File: src/rtl/uart_rx.sv
// -----------------------------------------------------------------------------
// uart_rx -- 16x oversampling serial receiver for 8N1-style frames.
//
// The raw line is synchronised, a falling edge starts a frame, the start bit is
// confirmed at its midpoint and each data bit (LSB first) is then sampled at its
// centre. A completed frame is handed to a valid/ready output register.
//
// Ports
//   clk        in   system clock
//   reset      in   asynchronous, active-high reset
//   rx         in   raw serial line (async to clk, idles high)
//   s_tick     in   one-clk enable pulse at 16x baud
//   rx_data    out  last accepted data word (DBIT bits)
//   rx_valid   out  rx_data holds an unconsumed word
//   rx_ready   in   consumer accepts when rx_valid && rx_ready
//   frame_err  out  one-cycle pulse: stop bit sampled low
//   overrun    out  one-cycle pulse: good frame dropped, previous word unconsumed
//   busy       out  receiver is inside a frame (not idle)
// -----------------------------------------------------------------------------
module uart_rx #(
  parameter int DBIT    = 8,
  parameter int SB_TICK = 16
) (
  input  logic            clk,
  input  logic            reset,
  input  logic            rx,
  input  logic            s_tick,
  output logic [DBIT-1:0] rx_data,
  output logic            rx_valid,
  input  logic            rx_ready,
  output logic            frame_err,
  output logic            overrun,
  output logic            busy
);

  // Tick counter must reach both 15 (data bits) and SB_TICK-1 (stop bit).
  localparam int SW = (SB_TICK > 16) ? $clog2(SB_TICK) : 4;
  localparam int NW = (DBIT > 1) ? $clog2(DBIT) : 1;

  typedef enum logic [1:0] {IDLE, START, DATA, STOP} state_t;

  state_t          state_q, state_d;
  logic [SW-1:0]   s_q, s_d;
  logic [NW-1:0]   n_q, n_d;
  logic [DBIT-1:0] b_q, b_d;
  logic            rx_meta_q, rx_s_q;
  logic            stop_done;

  logic [DBIT-1:0] rx_data_q;
  logic            rx_valid_q, frame_err_q, overrun_q, busy_q;

  // Two-flop synchroniser; resets to the idle (high) line level.
  always_ff @(posedge clk or posedge reset) begin
    if (reset) begin
      rx_meta_q <= 1'b1;
      rx_s_q    <= 1'b1;
    end else begin
      rx_meta_q <= rx;
      rx_s_q    <= rx_meta_q;
    end
  end

  // FSM state and datapath registers.
  always_ff @(posedge clk or posedge reset) begin
    if (reset) begin
      state_q <= IDLE;
      s_q     <= '0;
      n_q     <= '0;
      b_q     <= '0;
    end else begin
      state_q <= state_d;
      s_q     <= s_d;
      n_q     <= n_d;
      b_q     <= b_d;
    end
  end

  always_comb begin
    state_d   = state_q;
    s_d       = s_q;
    n_d       = n_q;
    b_d       = b_q;
    stop_done = 1'b0;
    unique case (state_q)
      IDLE: begin
        // A falling edge starts the frame immediately, without waiting for a tick.
        if (!rx_s_q) begin
          state_d = START;
          s_d     = '0;
        end
      end
      START: begin
        if (s_tick) begin
          if (s_q == SW'(7)) begin
            // Midpoint of the start bit: still low means a real frame,
            // high means the edge was a glitch and is ignored.
            if (!rx_s_q) begin
              state_d = DATA;
              s_d     = '0;
              n_d     = '0;
            end else begin
              state_d = IDLE;
            end
          end else begin
            s_d = s_q + SW'(1);
          end
        end
      end
      DATA: begin
        if (s_tick) begin
          if (s_q == SW'(15)) begin
            b_d = {rx_s_q, b_q[DBIT-1:1]};
            s_d = '0;
            if (n_q == NW'(DBIT - 1)) state_d = STOP;
            else                      n_d = n_q + NW'(1);
          end else begin
            s_d = s_q + SW'(1);
          end
        end
      end
      STOP: begin
        if (s_tick) begin
          if (s_q == SW'(SB_TICK - 1)) begin
            state_d   = IDLE;
            stop_done = 1'b1;
          end else begin
            s_d = s_q + SW'(1);
          end
        end
      end
      default: state_d = IDLE;
    endcase
  end

  // Output register: delivery, consume, and the one-cycle flag pulses.
  always_ff @(posedge clk or posedge reset) begin
    if (reset) begin
      rx_data_q   <= '0;
      rx_valid_q  <= 1'b0;
      frame_err_q <= 1'b0;
      overrun_q   <= 1'b0;
      busy_q      <= 1'b0;
    end else begin
      frame_err_q <= stop_done & ~rx_s_q;
      overrun_q   <= 1'b0;
      busy_q      <= (state_d != IDLE);
      if (stop_done && rx_s_q) begin
        // A word being consumed this very cycle frees the slot for the new one.
        if (!rx_valid_q || rx_ready) begin
          rx_data_q  <= b_q;
          rx_valid_q <= 1'b1;
        end else begin
          overrun_q <= 1'b1;
        end
      end else if (rx_valid_q && rx_ready) begin
        rx_valid_q <= 1'b0;
      end
    end
  end

  assign rx_data   = rx_data_q;
  assign rx_valid  = rx_valid_q;
  assign frame_err = frame_err_q;
  assign overrun   = overrun_q;
  assign busy      = busy_q;

endmodule

File: config.mk
export PLATFORM = sky130hd
export DESIGN_NAME = uart_rx
export DESIGN_NICKNAME = d
export VERILOG_FILES = /design/src/rtl/uart_rx.sv
export SDC_FILE = /design/constraint.sdc
export NUM_CORES = 1
export LEC_CHECK = 0
export CORE_ASPECT_RATIO = 1.25
export CORE_MARGIN = 5
export CORE_UTILIZATION = 50
export CTS_BUF_LIST = sky130_fd_sc_hd__clkbuf_4 sky130_fd_sc_hd__clkbuf_8 sky130_fd_sc_hd__clkbuf_16
export CTS_CLUSTER_SIZE = 30
export DETAILED_ROUTE_END_ITERATION = 12
export HOLD_SLACK_MARGIN = 0.12
export PLACE_DENSITY = 0.69
export RECOVER_POWER = 100
export SYNTH_ARGS = -nofsm -noshare
export SYNTH_HDL_FRONTEND = slang
export SYNTH_SLANG_ARGS = --single-unit
File: constraint.sdc
create_clock -name clk -period 2.43 [get_ports clk]
set_clock_uncertainty 0.05 [all_clocks]
set_input_delay 0.3645 -clock clk [delete_from_list [all_inputs] [get_ports clk]]
set_output_delay 0.3645 -clock clk [all_outputs]
set_load 0.03 [all_outputs]
# After elaboration in Yosys (flattened, before gate mapping)
# Cells that the tools add are included.
# W data, S select, Z words.
# word_totals
word_cells	76
inputBits	5
register_bits	31
# classes
bitwise_logic	2
n_mux	33
reduce_logical	13
addsub	2
eq_ne	15
# ops
op	count
$mux W4	7
$mux W2	9
$mux W3	6
$ne A2 B2 Y1 const B	8
$pmux W4 S4	1
$mux W1	8
$pmux W2 S4	1
$reduce_and A7 Y1	1
$pmux W3 S2	1
$reduce_bool A2 Y1	3
$add A4 B1 Y4 const B	1
$eq A2 B2 Y1 const B	2
$eq A4 B3 Y1 const B	1
$eq A4 B4 Y1 const B	1
$reduce_and A2 Y1	2
$reduce_and A4 Y1	1
$add A3 B1 Y3 const B	1
$eq A3 B3 Y1 const B	1
$reduce_and A3 Y1	1
$eq A2 B1 Y1 const B	1
$logic_and A1 B1 Y1	2
$logic_not A2 Y1	1
$ne A2 B1 Y1 const B	1
$and A1 B1 Y1	1
3 further kinds	3

# Logic depth before layout (Yosys ltp)
# Gate-level depths: netlist of the first run.
# logic_depth
depth_word	7
mapped_depth	5

# Worst setup path before layout of the first run
# OpenSTA, ideal clock, no wires.
# synth_timing
kind	reg2reg
from	reg s_q[0]
to	reg state_q[0]
required_time_ps	2254
setup_slack_ps	729
t_arrival_ps	1525
path_stages_with_launch	6
cell_sequence	dfrtp_1 ha_1 and3_1 buf_2 a31o_2 a221o_1
# synth_between
elab_chain_len	4
elab_cells_between_ends	9
# synth_rtl
element	line_no	source
start: declaration	43	logic [SW-1:0] s_q, s_d;
start signal: assignment	67	s_q <= '0;
start signal: assignment	72	s_q <= s_d;
$eq A4 B4 Y1 / $eq A4 B3 Y1 (equally long branches)	111, 123, 94	
$mux W2, on equally long branches	123, 111, 94	
$mux W2, on equally long branches	122, 110, 93	
$pmux W2 S4 (*)	84	unique case (state_q)
named net state_d[0]	42	state_t state_q, state_d;
end signal: assignment	71	state_q <= state_d;
end: declaration	42	
# The timed path passes the listed nets; every way through them passes the cells marked *.
# A chain may end at the register's enable or synchronous reset.

# Worst setup path after layout of the first run
# layout_timing
from	reg s_q[1]
to	reg rx_data_q[0], in the netlist rx_data[0]
# layout_between
elab_chain_len	6
# layout_rtl
element	line_no	source
$eq A4 B4 Y1	123	if (s_q == SW'(SB_TICK - 1)) begin
$mux W1	123	
$mux W1	122	if (s_tick) begin
$mux W1	84	
$logic_and A1 B1 Y1	147	if (stop_done && rx_s_q) begin
$reduce_and A2 Y1 (no source line)	--	
end signal: assignment	150	rx_data_q <= b_q;
end: declaration	49	logic [DBIT-1:0] rx_data_q;
# No other way between the ends.

==> reports/summary.md, run 1 <==
The flow ran to the end, but the final reports show violations. The checks that failed: capacitance limit, slew limit. The run gives 0 as the number of gates given a new drive strength after cts. The layout overhead on the synthesized area came out at 14.93%. For the final instance count without filler cells, the log shows 177. The number of global-route vias before repair is 1,058, and the final clock period utilization by the worst path is 83.88%. Entering global routing, the biggest net connects 32 pins.

The fraction of layout instances using a drive strength above 1 is 23.40%, and the reported leakage power is 0.8127 nW. TritonCTS created 5 clock buffers. The cell count after synthesis came out at 121.

For this configuration, the core starts out at a cell density of 51.04%. Worst-case clock buffer depth: 2. The detailed-route DRC error count was 0. Setup repair after global routing left no endpoint under its margin. Clock tree synthesis selected as its root buffer the cell clkbuf_4. The transition at the pin with the smallest max-transition slack is 1.581 ns.

The portion of total power attributed to combinational logic was 25.3%; the ratio of total power to cell area was 807.3 nW/um2. The internal portion of the total power is 0.8737 mW. Max-cap check violation count: 1. The run gives 52.76% as the sequential fraction of the synthesis area. The filler cells instantiated in the layout total 258.

The highest attainable clock frequency came out at 490.6 MHz. From bottom edge to top edge, the die measures 70.73 um. Pin placement for this block handled 17 I/O pins. The congestion estimate from routability-driven global placement came to 0.8997.

The logs give 0.39 ns for the minimum setup slack among reg-to-reg paths and 0.33 ns for the clock latency reported for the late side of the worst-skew pair. Flop and latch count out of synthesis: 31. The share of synthesized area in the top cell type comes to 49.19%. Headroom to the max-slew limit came out at -5.383%. Number of hold violations in the final report: 0. Summed over all instances, the cell type with the most area after synthesis is dfrtp_1. In the final timing run, aggregate negative setup slack is 0 ns. The finished cells cover 1695 um2. In this run switching power makes up 36.17% of total power. STA puts the critical path data arrival time at 2.20 ns.

For this design, the sink count on the clock tree is 31. The dominant synthesized flop cell was dfrtp_1. In this run the tool buffered the top-level ports with 16 buffer cells.

Type of the worst setup path: flop to flop. In the post-synthesis netlist, the biggest area contributors are dfrtp_1, mux2_2, o211ai_1. The number of vias in the routed layout is 986, and the total number of yosys warnings is 0. In this run the cell area of the synthesized design comes to 1475 um2. The logs give 14.85% for the aggregate global-route resource usage and 1875 um for the final HPWL from detailed placement. In this run, post-CTS hold repair placed 0 buffers.

The post-synthesis net count is 129, and the unique cell type count in the Yosys netlist is 36. The number of detailed-routing iterations run before antenna repair was 4. Category of the worst setup path launch point: a flop. Counting I/O delays and the setup requirement, the final critical path takes 2.038 ns. The mean area per synthesized cell works out to 12.19 um2. The kind of path behind the tightest hold check is flop to flop.

The final count of pins violating max slew is 32, and the maximum VDD drop is 0.0005046 V. For this block, the initial DRC count from the detailed router was 21. The share of total power dissipated in sequential elements is 53.0%. STA puts the critical path data required time at 2.59 ns. The tools report the global-route wire length before repair as 4726 um. For the maximum level of the CTS H-tree, the log shows 2. Aggregate global routing overflow: 0.

The initial antenna violation count came out at 0. The number of setup buffers added after CTS is 0. In this run the worst path has a maximum fanout of 8.

Counting flops with an async set or reset pin after synthesis yields a share of 100.0%. The tools report the number of rows created at floorplan as 22. The post-detailed-route count of antenna-violating nets is 0, and the number of diodes added for antenna fixing is 0. Summing all placed instances gives a cell area of 1663 um2.

Summed over all layers, the routed wires come to 2565 um. The run gives 0.4950 mW as the net switching power. The core region is 2890 um2.

After the last flow step, the layout net total stands at 148. The vias per cell was 5.571; the area enclosed by the die boundary was 4143 um2. Yosys mapped a number of flops with a built-in enable equal to 0. Clock-pin slew was measured on the worst setup and hold paths at 0.10 ns. After detailed routing, the average wire length per cell comes to 14.49 um.

TritonCTS built the clock tree. The clock network burns 21.8% of the power. In this run the horizontal extent of the chip is 58.58 um. The critical path endpoint category was a flop. Setup violations remaining at the end of the flow were counted as 0.

Including well taps, the total number of placed cells is 169.
worst max-delay path, cell delays in order, from the launching register on:
cell,delay [ns]
dfrtp_1,0.42
ha_1,0.27
nand4_1,0.31
nor3b_4,0.50
mux2_2,0.38
layout by cell type (no fill, tap or decap), drive strengths merged, types with 4 or more instances in the layout:
cell          n
clkbuf        7
nand2         5
inv          10
dfrtp        29
nor2          4
dlygate4sd3  13
mux2         17
o211ai        8
cells in the mapped netlist (all sizes together), types with 3 or more instances:
| cell type | number |
|---|---|
| ha | 3 |
| nand2 | 5 |
| nor3 | 3 |
| buf | 5 |
| nor2 | 4 |
| o211ai | 8 |
| dfrtp | 29 |
| nor2b | 3 |
| inv | 10 |
| nand2b | 3 |
| o21ai | 3 |
| mux2 | 17 |
cells by family after synthesis:
kind of cell,synth area share (%)
adder cells (fa/ha/maj),2.545
AND/OR/NAND/NOR,12.81
multiplexers,14.33
flip-flops,52.76
XOR/XNOR,1.188
AO/OA/AOI/OAI,12.13
buffers and inverters,4.241
final cells by class:
class,count,area [um2],area share (%)
clock buffers,6,45.04,2.657
repair buffers,17,163.9,9.668
flip-flops and latches,31,778.2,45.90
well taps,36,45.04,2.657
inverters,10,37.54,2.214
multi-input cells,75,613.1,36.16
clock inverters,2,12.51,0.7380
power groups by stage:
stage / Sequential (mW) / Clock [mW] / Combinational, mW
after floorplan: 0.655 / 0 / 0.368
after global placement: 0.736 / 0 / 0.347
after detailed placement: 0.740 / 0 / 0.361
after CTS: 0.731 / 0.310 / 0.362
after global routing: 0.743 / 0.338 / 0.399
final: 0.725 / 0.298 / 0.346
sequential cells by signal, indices dropped and copies added (netlist names):
signal / flops
rx_valid: 1
s_q: 4
overrun: 1
n_q: 3
state_q: 2
b_q: 8
rx_s_q: 1
rx_data: 8
rx_meta_q: 1
frame_err: 1
busy: 1
layer usage:
layer / part of all wire [%] / vias up / GRT usage (%)
li1: - / 474 / -
met4: 2.1 / 0 / 7.053
met1: 46 / 480 / 18.20
met2: 47 / 26 / 23.11
met3: 5.0 / 6 / 5.292
met5: 0 / - / 0
final timing paths:
kind                       cells past startpoint          to  startpoint
setup / recovery                               4  rx_data[0]      s_q[1]
hold / removal                                 0      rx_s_q   rx_meta_q
setup reg to reg                               4  rx_data[0]      s_q[1]
hold reg to reg                                0      rx_s_q   rx_meta_q
max in group asynchronous                      3  state_q[1]       reset
min in group asynchronous                      3  rx_data[3]       reset
stage by stage:
stage	worst slack (ns)	power, mW	hold WS (ns)	util, %
3_3_place_gp	0.2933	1.082	0.2976	57.53
4_1_cts	0.5092	1.403	0.3136	59.52
5_1_grt	0.1895	1.481	0.3202	58.66
3_5_place_dp	0.2514	1.101	0.3003	57.53
6_report	0.3918	1.369	0.3136	58.66
2_1_floorplan	0.7291	1.023	0.2952	-
Power figures use the tool's default switching activity.
==> run 2: changes to the inputs <==
CORE_UTILIZATION = 49   (was 50)
PLACE_DENSITY = 0.71   (was 0.69)
clock period = 1.8 ns   (was 2.43 ns; I/O delays follow)
==> run 2 against run 1 <==
The flow now finishes without violations. Sequential power rose by 22%. Non-clock buffer count up 16. Final cell count rose by 9.0%. Hold slack better by 0.00059 ns. Sequential cell count did not move. Total power up 49%. Die area is 1.7% higher. Critical path depth is 3 lower. Routed wire length increased by 7.4%. Global-route usage decreased by 0.14 points. Combinational power up 110%.
==> reports/summary.md, run 2 (synthesis gave the netlist of run 1 again) <==
The run finished with clean final reports. In the final layout, the share of cells above drive strength 1 is 30.57%. The clock reaches the later pin of the worst-skew pair after 0.32 ns. The maximum VDD drop is 0.0008616 V. Clock tree synthesis found a total of 31 sinks.

The die covers 4215 um2. The ratio of total power to cell area was 1109 nW/um2. The total wire length after detailed routing came out at 2755 um.

The most frequent standard cell in the layout excluding fill and tap cells is dfrtp_1. The initial antenna violation count is 0. On the critical path the largest part of the delay comes from buffers and inverters.

The core region is 2918 um2. The layout overhead on the synthesized area came out at 24.51%. Hold repair after CTS inserted 0 buffers. The number of rows created at floorplan is 22, and the number of top-level pins is 17.

Clock tree synthesis inserted a total of 5 buffers. The count of routing violations after the opening detailed-route iteration is 8. TritonCTS built the clock tree. Once the floorplan was initialized, standard cells occupied 50.56% of the core. On the worst path, the slowest cell contributes a delay of 0.74 ns. The logs give 0 for the post-CTS setup buffer count and 4733 um for the global-route wire length before repair. The first detailed-routing pass ran for 4 iterations. Timing would allow up to 576.7 MHz.

Critical path endpoint category: an output pin. The critical path goes through dlygate4sd3_1. The tools report the post-detailed-route count of antenna-violating nets as 0. In the post-route analysis, the smallest setup slack over all paths is 0.06610 ns.

The transition at the pin with the smallest max-transition slack is 0.7404 ns, and the die span in x is 59.08 um. The number of hold violations in the final report came out at 0. Adding up every negative setup slack in the final design gives 0 ns. The run gives 1,088 as the number of global-route vias before repair. The min-delay analysis places its worst path in the category flop to flop.

The slowest cell on the critical path is dlygate4sd3_1. The critical path starts at rx_data[1]. Across the run, the number of max-cap violations was 0. The tools report the aggregate global-route resource usage as 14.71%.

The logs give 2150 um for the final HPWL from detailed placement and 0.8850 for the weighted congestion reported at the end of routability-driven placement. The routed layout has 1,057 vias. STA puts the critical path data required time at 1.48 ns.

The max-slew headroom at the worst pin is 50.64%, and the largest net degree at the start of global routing is 32. The run gives 2 as the worst-case clock buffer depth. The top cell types in the final layout, fill and taps aside, are dfrtp_1, mux2_2, inv_1, buf_4, clkdlybuf4s50_1. For the pre-CTS setup slack, the log shows -0.1269 ns. The repair_antennas step left the layout with diodes totalling 0. Setup repair after global routing left no endpoint under its margin. The vias per cell is 5.477, and the maximum level of the CTS H-tree is 2.

The worst path buffer plus inverter count was 1; the arrival time at the worst endpoint was 1.41 ns. The buffer cell driving the clock tree root was clkbuf_4. Dividing the final minimum period by the clock period gives 96.33%.

The source of the worst hold timing path was rx_meta_q. The tools report the detailed-route DRC error count as 0. After detailed routing, the average wire length per cell comes to 14.27 um.

The die extent in y is 71.35 um. The worst setup path is of the flop to output pin kind. For the final count of pins violating max slew, the log shows 0.

Clock-pin slew was measured on the worst setup and hold paths at 0.10 ns. The final-report setup violation count is 0. The highest net fanout along the worst path is 2.

For this run the aggregate overflow at the end of global routing stands at 0. The worst path needs 1.734 ns of the cycle, external delays included. STA classifies the critical path startpoint as a flop.

The startpoint identified for the worst register-to-register timing path is s_q[0]. In the final design database the tool counted 164 nets. The count of port buffers added during placement was 16. The reported leakage power came out at 0.8782 nW.
run 2: changes by cell type in the layout (fill, tap and decap cells not counted), sizes merged:
cell / previous run / this run
clkdlybuf4s50: 3 / 9
buf: 0 / 11
clkinvlp: 1 / 0
dlygate4sd3: 13 / 7
clkbuf: 7 / 13
run 2: path summary, 6_finish.rpt:
path,to,slack (ns),depth (start not counted)
min in group asynchronous,rx_data[2],0.54,3
max in group asynchronous,rx_data[5],0.68,3
max reg2reg,rx_data[4],0.10,5
min reg2reg,rx_s_q,0.31,0
min,rx_s_q,0.31,0
max,rx_data[1],0.07,1
run 2: power by group:
| part | switching [mW] | internal (mW) | leakage [nW] |
|---|---|---|---|
| logic | 0.400 | 0.327 | 0.437 |
| clock network | 0.222 | 0.204 | 0.0387 |
| registers | 0.0891 | 0.795 | 0.403 |
| total | 0.710 | 1.33 | 0.878 |
run 2: what timing repair did:
action	4_1_cts	5_1_grt
setup endpoints to repair	0	8
endpoints found under the hold margin	0	0
resized for setup	0	1
run 2: per-layer routing:
layer | share of wire [%] | routed length, um | GRT usage, %
met1 | 42 | 1150 | 16.80
met3 | 4.1 | 112 | 3.964
met4 | 1.3 | 36 | 5.793
met5 | 0 | 0 | 0
met2 | 53 | 1456 | 25.55
run 2: stage by stage:
stage	hold WS, ns	std cells	utilization, %	area [um2]	total power [mW]
6_report	0.3141	193	62.95	1837	2.036
2_1_floorplan	0.2245	121	-	1475	1.381
3_3_place_gp	0.2969	185	61.54	1795	1.593
3_5_place_dp	0.2972	185	61.54	1795	1.636
5_1_grt	0.3219	193	62.95	1837	2.166
4_1_cts	0.2763	193	63.72	1859	2.064
run 2: cell type report:
cell class / count / area (um2)
clock buffers: 7 / 58.81
clock inverters: 1 / 5.005
fillers: 261 / 1081
inverters: 10 / 37.54
multi-input cells: 75 / 628.1
flip-flops and latches: 31 / 778.2
well taps: 36 / 45.04
repair buffers: 33 / 284.0
==> run 3: changes to the inputs <==
MAX_ROUTING_LAYER = met4   (was default)
==> run 3 against run 2 <==
Hold slack better by 0.00057 ns. Largest cell class unchanged. Routed wire length up 10%. Clock-buffer cell count fell by 1. Via count is 0.76% higher. Final cell count did not move. Core utilization up 0.77 points. Sequential share of layout area down 0.51 points.
==> reports/summary.md, run 3 (synthesis gave the netlist of run 1 again) <==
The first global-routing pass estimated 5071 um of wire. Number of vias in the routed layout: 1,065. The tools report the worst-case clock buffer depth as 2.

The floorplan has 22 rows. Data on the critical path arrives at its endpoint at 1.40 ns. The number of detailed-routing iterations run before antenna repair is 4. The ratio of total power to cell area was 1178 nW/um2. After detailed routing, the met3 layer carries 114 um of wire. The tools report the number of diodes added for antenna fixing as 0. At the worst endpoint, the required time is 1.48 ns. IR analysis of the VDD net gives a maximum drop of 0.0007922 V. Relative to the synthesized area, the layout overhead comes to 26.04%. The portion of total power attributed to combinational logic is 32.7%.

Hold timing on the final database bottoms out at a slack of 0.3147 ns. At the pin with the least slew margin, the transition time is 0.7530 ns. On the critical path the largest part of the delay comes from buffers and inverters.

The tools report the buffer cell driving the clock tree root as clkbuf_4. From left edge to right edge, the die measures 59.08 um. The logs give 0.08408 ns for the worst-case setup margin in the final layout and 41.4% for the share of power burned in registers. The vias per cell came out at 5.518. The worst path buffer plus inverter count was 1. The critical path is of the flop to output pin type. The TritonCTS buffer count is 5, and the pre-CTS setup slack is -0.1624 ns.

The floorplan step defined a die boundary enclosing 4215 um2. For the number of fill cells in the layout, the log shows 246. The final count of pins violating max slew came out at 0. After the last flow step, the layout net total stands at 164. The clock tree synthesis step divided the H-tree into 2 levels.

The largest incremental delay on the critical path is 0.73 ns, and the max-slew headroom at the worst pin is 49.80%. Summed over all nets, the switching power comes to 0.7391 mW. The congestion estimate from routability-driven global placement came to 0.8993. The final critical path takes up 95.33% of the cycle. The highest net fanout along the worst path came out at 1. The worst hold path belongs to the class flop to flop.

The tree built by TritonCTS fans out to 31 sinks. The post-detailed-route count of antenna-violating nets came out at 0. The clock period minus worst slack came out at 1.716 ns. In the global route stage, overall resource usage came out at 16.47%.

Traced cell by cell, the critical path runs through dlygate4sd3_1. The area of the multi-input gates is 628.1 um2, and the reported leakage power is 0.8769 nW. The largest individual stage delay along the critical path comes from the cell dlygate4sd3_1. For the post-placement cell area, the log shows 1795 um2.

The fraction of layout instances using a drive strength above 1 was 30.57%. The worst setup path is captured at an output pin. The number of hold violations in the final report was 0; the total wire length after detailed routing was 3030 um. The clock network burns 26.0% of the power. In the routed design, unresolved DRC markers number 0. In the layout the commonest cells are dfrtp_1, mux2_2, clkdlybuf4s50_1, inv_1, buf_4. Leaving out fill and tap cells, the most frequent cell in the layout is dfrtp_1. Adding up every negative setup slack in the final design gives 0 ns. Global routing finished with a remaining overflow of 0. Wire segments on met2 add up to 1593 um in the final route.

The met1 wire length is 1277 um, and the final instance count without filler cells is 193. Summed over all nets, the half-perimeter wirelength after detailed placement is 2294 um. The highest signal layer in the routed design is met4.

The initial antenna violation count was 0. For the final design instance area without fill, the log shows 1859 um2. Summing all flip-flop and latch instances after layout gives 778.2 um2.

Port buffering added 16 buffers. The count of hold-fix buffers inserted at cts is 0. For this configuration, the core starts out at a cell density of 50.56%. The number of global-route vias before repair is 1,111. TritonCTS built the clock tree. Internal power: 1.451 mW.

STA classifies the critical path startpoint as a flop. The detailed router finished its first iteration with 24 violations. For this run, the share of the core covered by cells in the final layout is 63.72%. The completed layout was analyzed and its total power is 2.190 mW. The clock slew seen by the registers of the worst setup and hold paths is 0.10 ns. Counting tap cells, the placed design contains a total of 185 instances.

The run finished with clean final reports. After detailed routing, the average wire length per cell comes to 15.70 um. Measured along the y axis, the die boundary spans 71.35 um.

Entering global routing, the biggest net connects 32 pins. The highest attainable clock frequency is 582.8 MHz. Setup violations remaining at the end of the flow were counted as 0. After floorplanning, the core was sized to cover 2918 um2.

17 I/O pins were placed. Setup repair after global routing left no endpoint under its margin. The tool flagged a number of max-cap violations equal to 0.

In this run switching power makes up 33.75% of total power. The clock reaches the later pin of the worst-skew pair after 0.33 ns.
-- run 3: changes by cell type in the layout (fill, tap and decap cells not counted) --
cell,change
bufinv_16,+1
clkbuf_4,-1
clkdlybuf4s50_1,+3
dlygate4sd3_1,-3
-- run 3: final cells by class --
| type | count | area share [%] |
|---|---|---|
| clock buffers | 6 | 2.759 |
| well taps | 36 | 2.423 |
| repair buffers | 33 | 15.28 |
| flip-flops and latches | 31 | 41.86 |
| clock inverters | 2 | 1.884 |
| inverters | 10 | 2.019 |
| multi-input cells | 75 | 33.78 |
-- run 3: repair_timing --
item / in CTS / in global routing
resized for setup: 0 / 2
endpoints found under the hold margin: 0 / 0
setup endpoints to repair: 0 / 8
setup buffers: 0 / 0
-- run 3: power by group through the flow --
stage | logic, mW | clock network, mW | registers, mW
finish | 0.715 | 0.569 | 0.906
global route | 0.794 | 0.614 | 0.917
CTS | 0.731 | 0.579 | 0.904
detailed placement | 0.723 | 0 | 0.914
global placement | 0.691 | 0 | 0.905
floorplan | 0.496 | 0 | 0.884
-- run 3: final timing paths --
kind / endpoint / slack (ns) / startpoint / cells after the start
max: frame_err / 0.08 / frame_err / 1
max in group asynchronous: b_q[7] / 0.68 / reset / 3
min: rx_s_q / 0.31 / rx_meta_q / 0
min in group asynchronous: rx_data[3] / 0.54 / reset / 3
min reg2reg: rx_s_q / 0.31 / rx_meta_q / 0
max reg2reg: rx_data[1] / 0.09 / s_q[0] / 5
-- run 3: routing by layer --
metal  vias up  global-route usage [%]
met2        22                   27.52
met4         0                   7.053
met5         -                       -
li1        507                       -
met3         5                   4.685
met1       531                   17.96
-- run 3: worst register-to-register path, delay by kind of cell, from the launching register on --
family / cells / cell delay, ns
AND/OR/NAND/NOR: 2 / 0.41
flip-flops: 1 / 0.41
multiplexers: 1 / 0.33
adder cells (fa/ha/maj): 1 / 0.25
buffers and inverters: 1 / 0.16
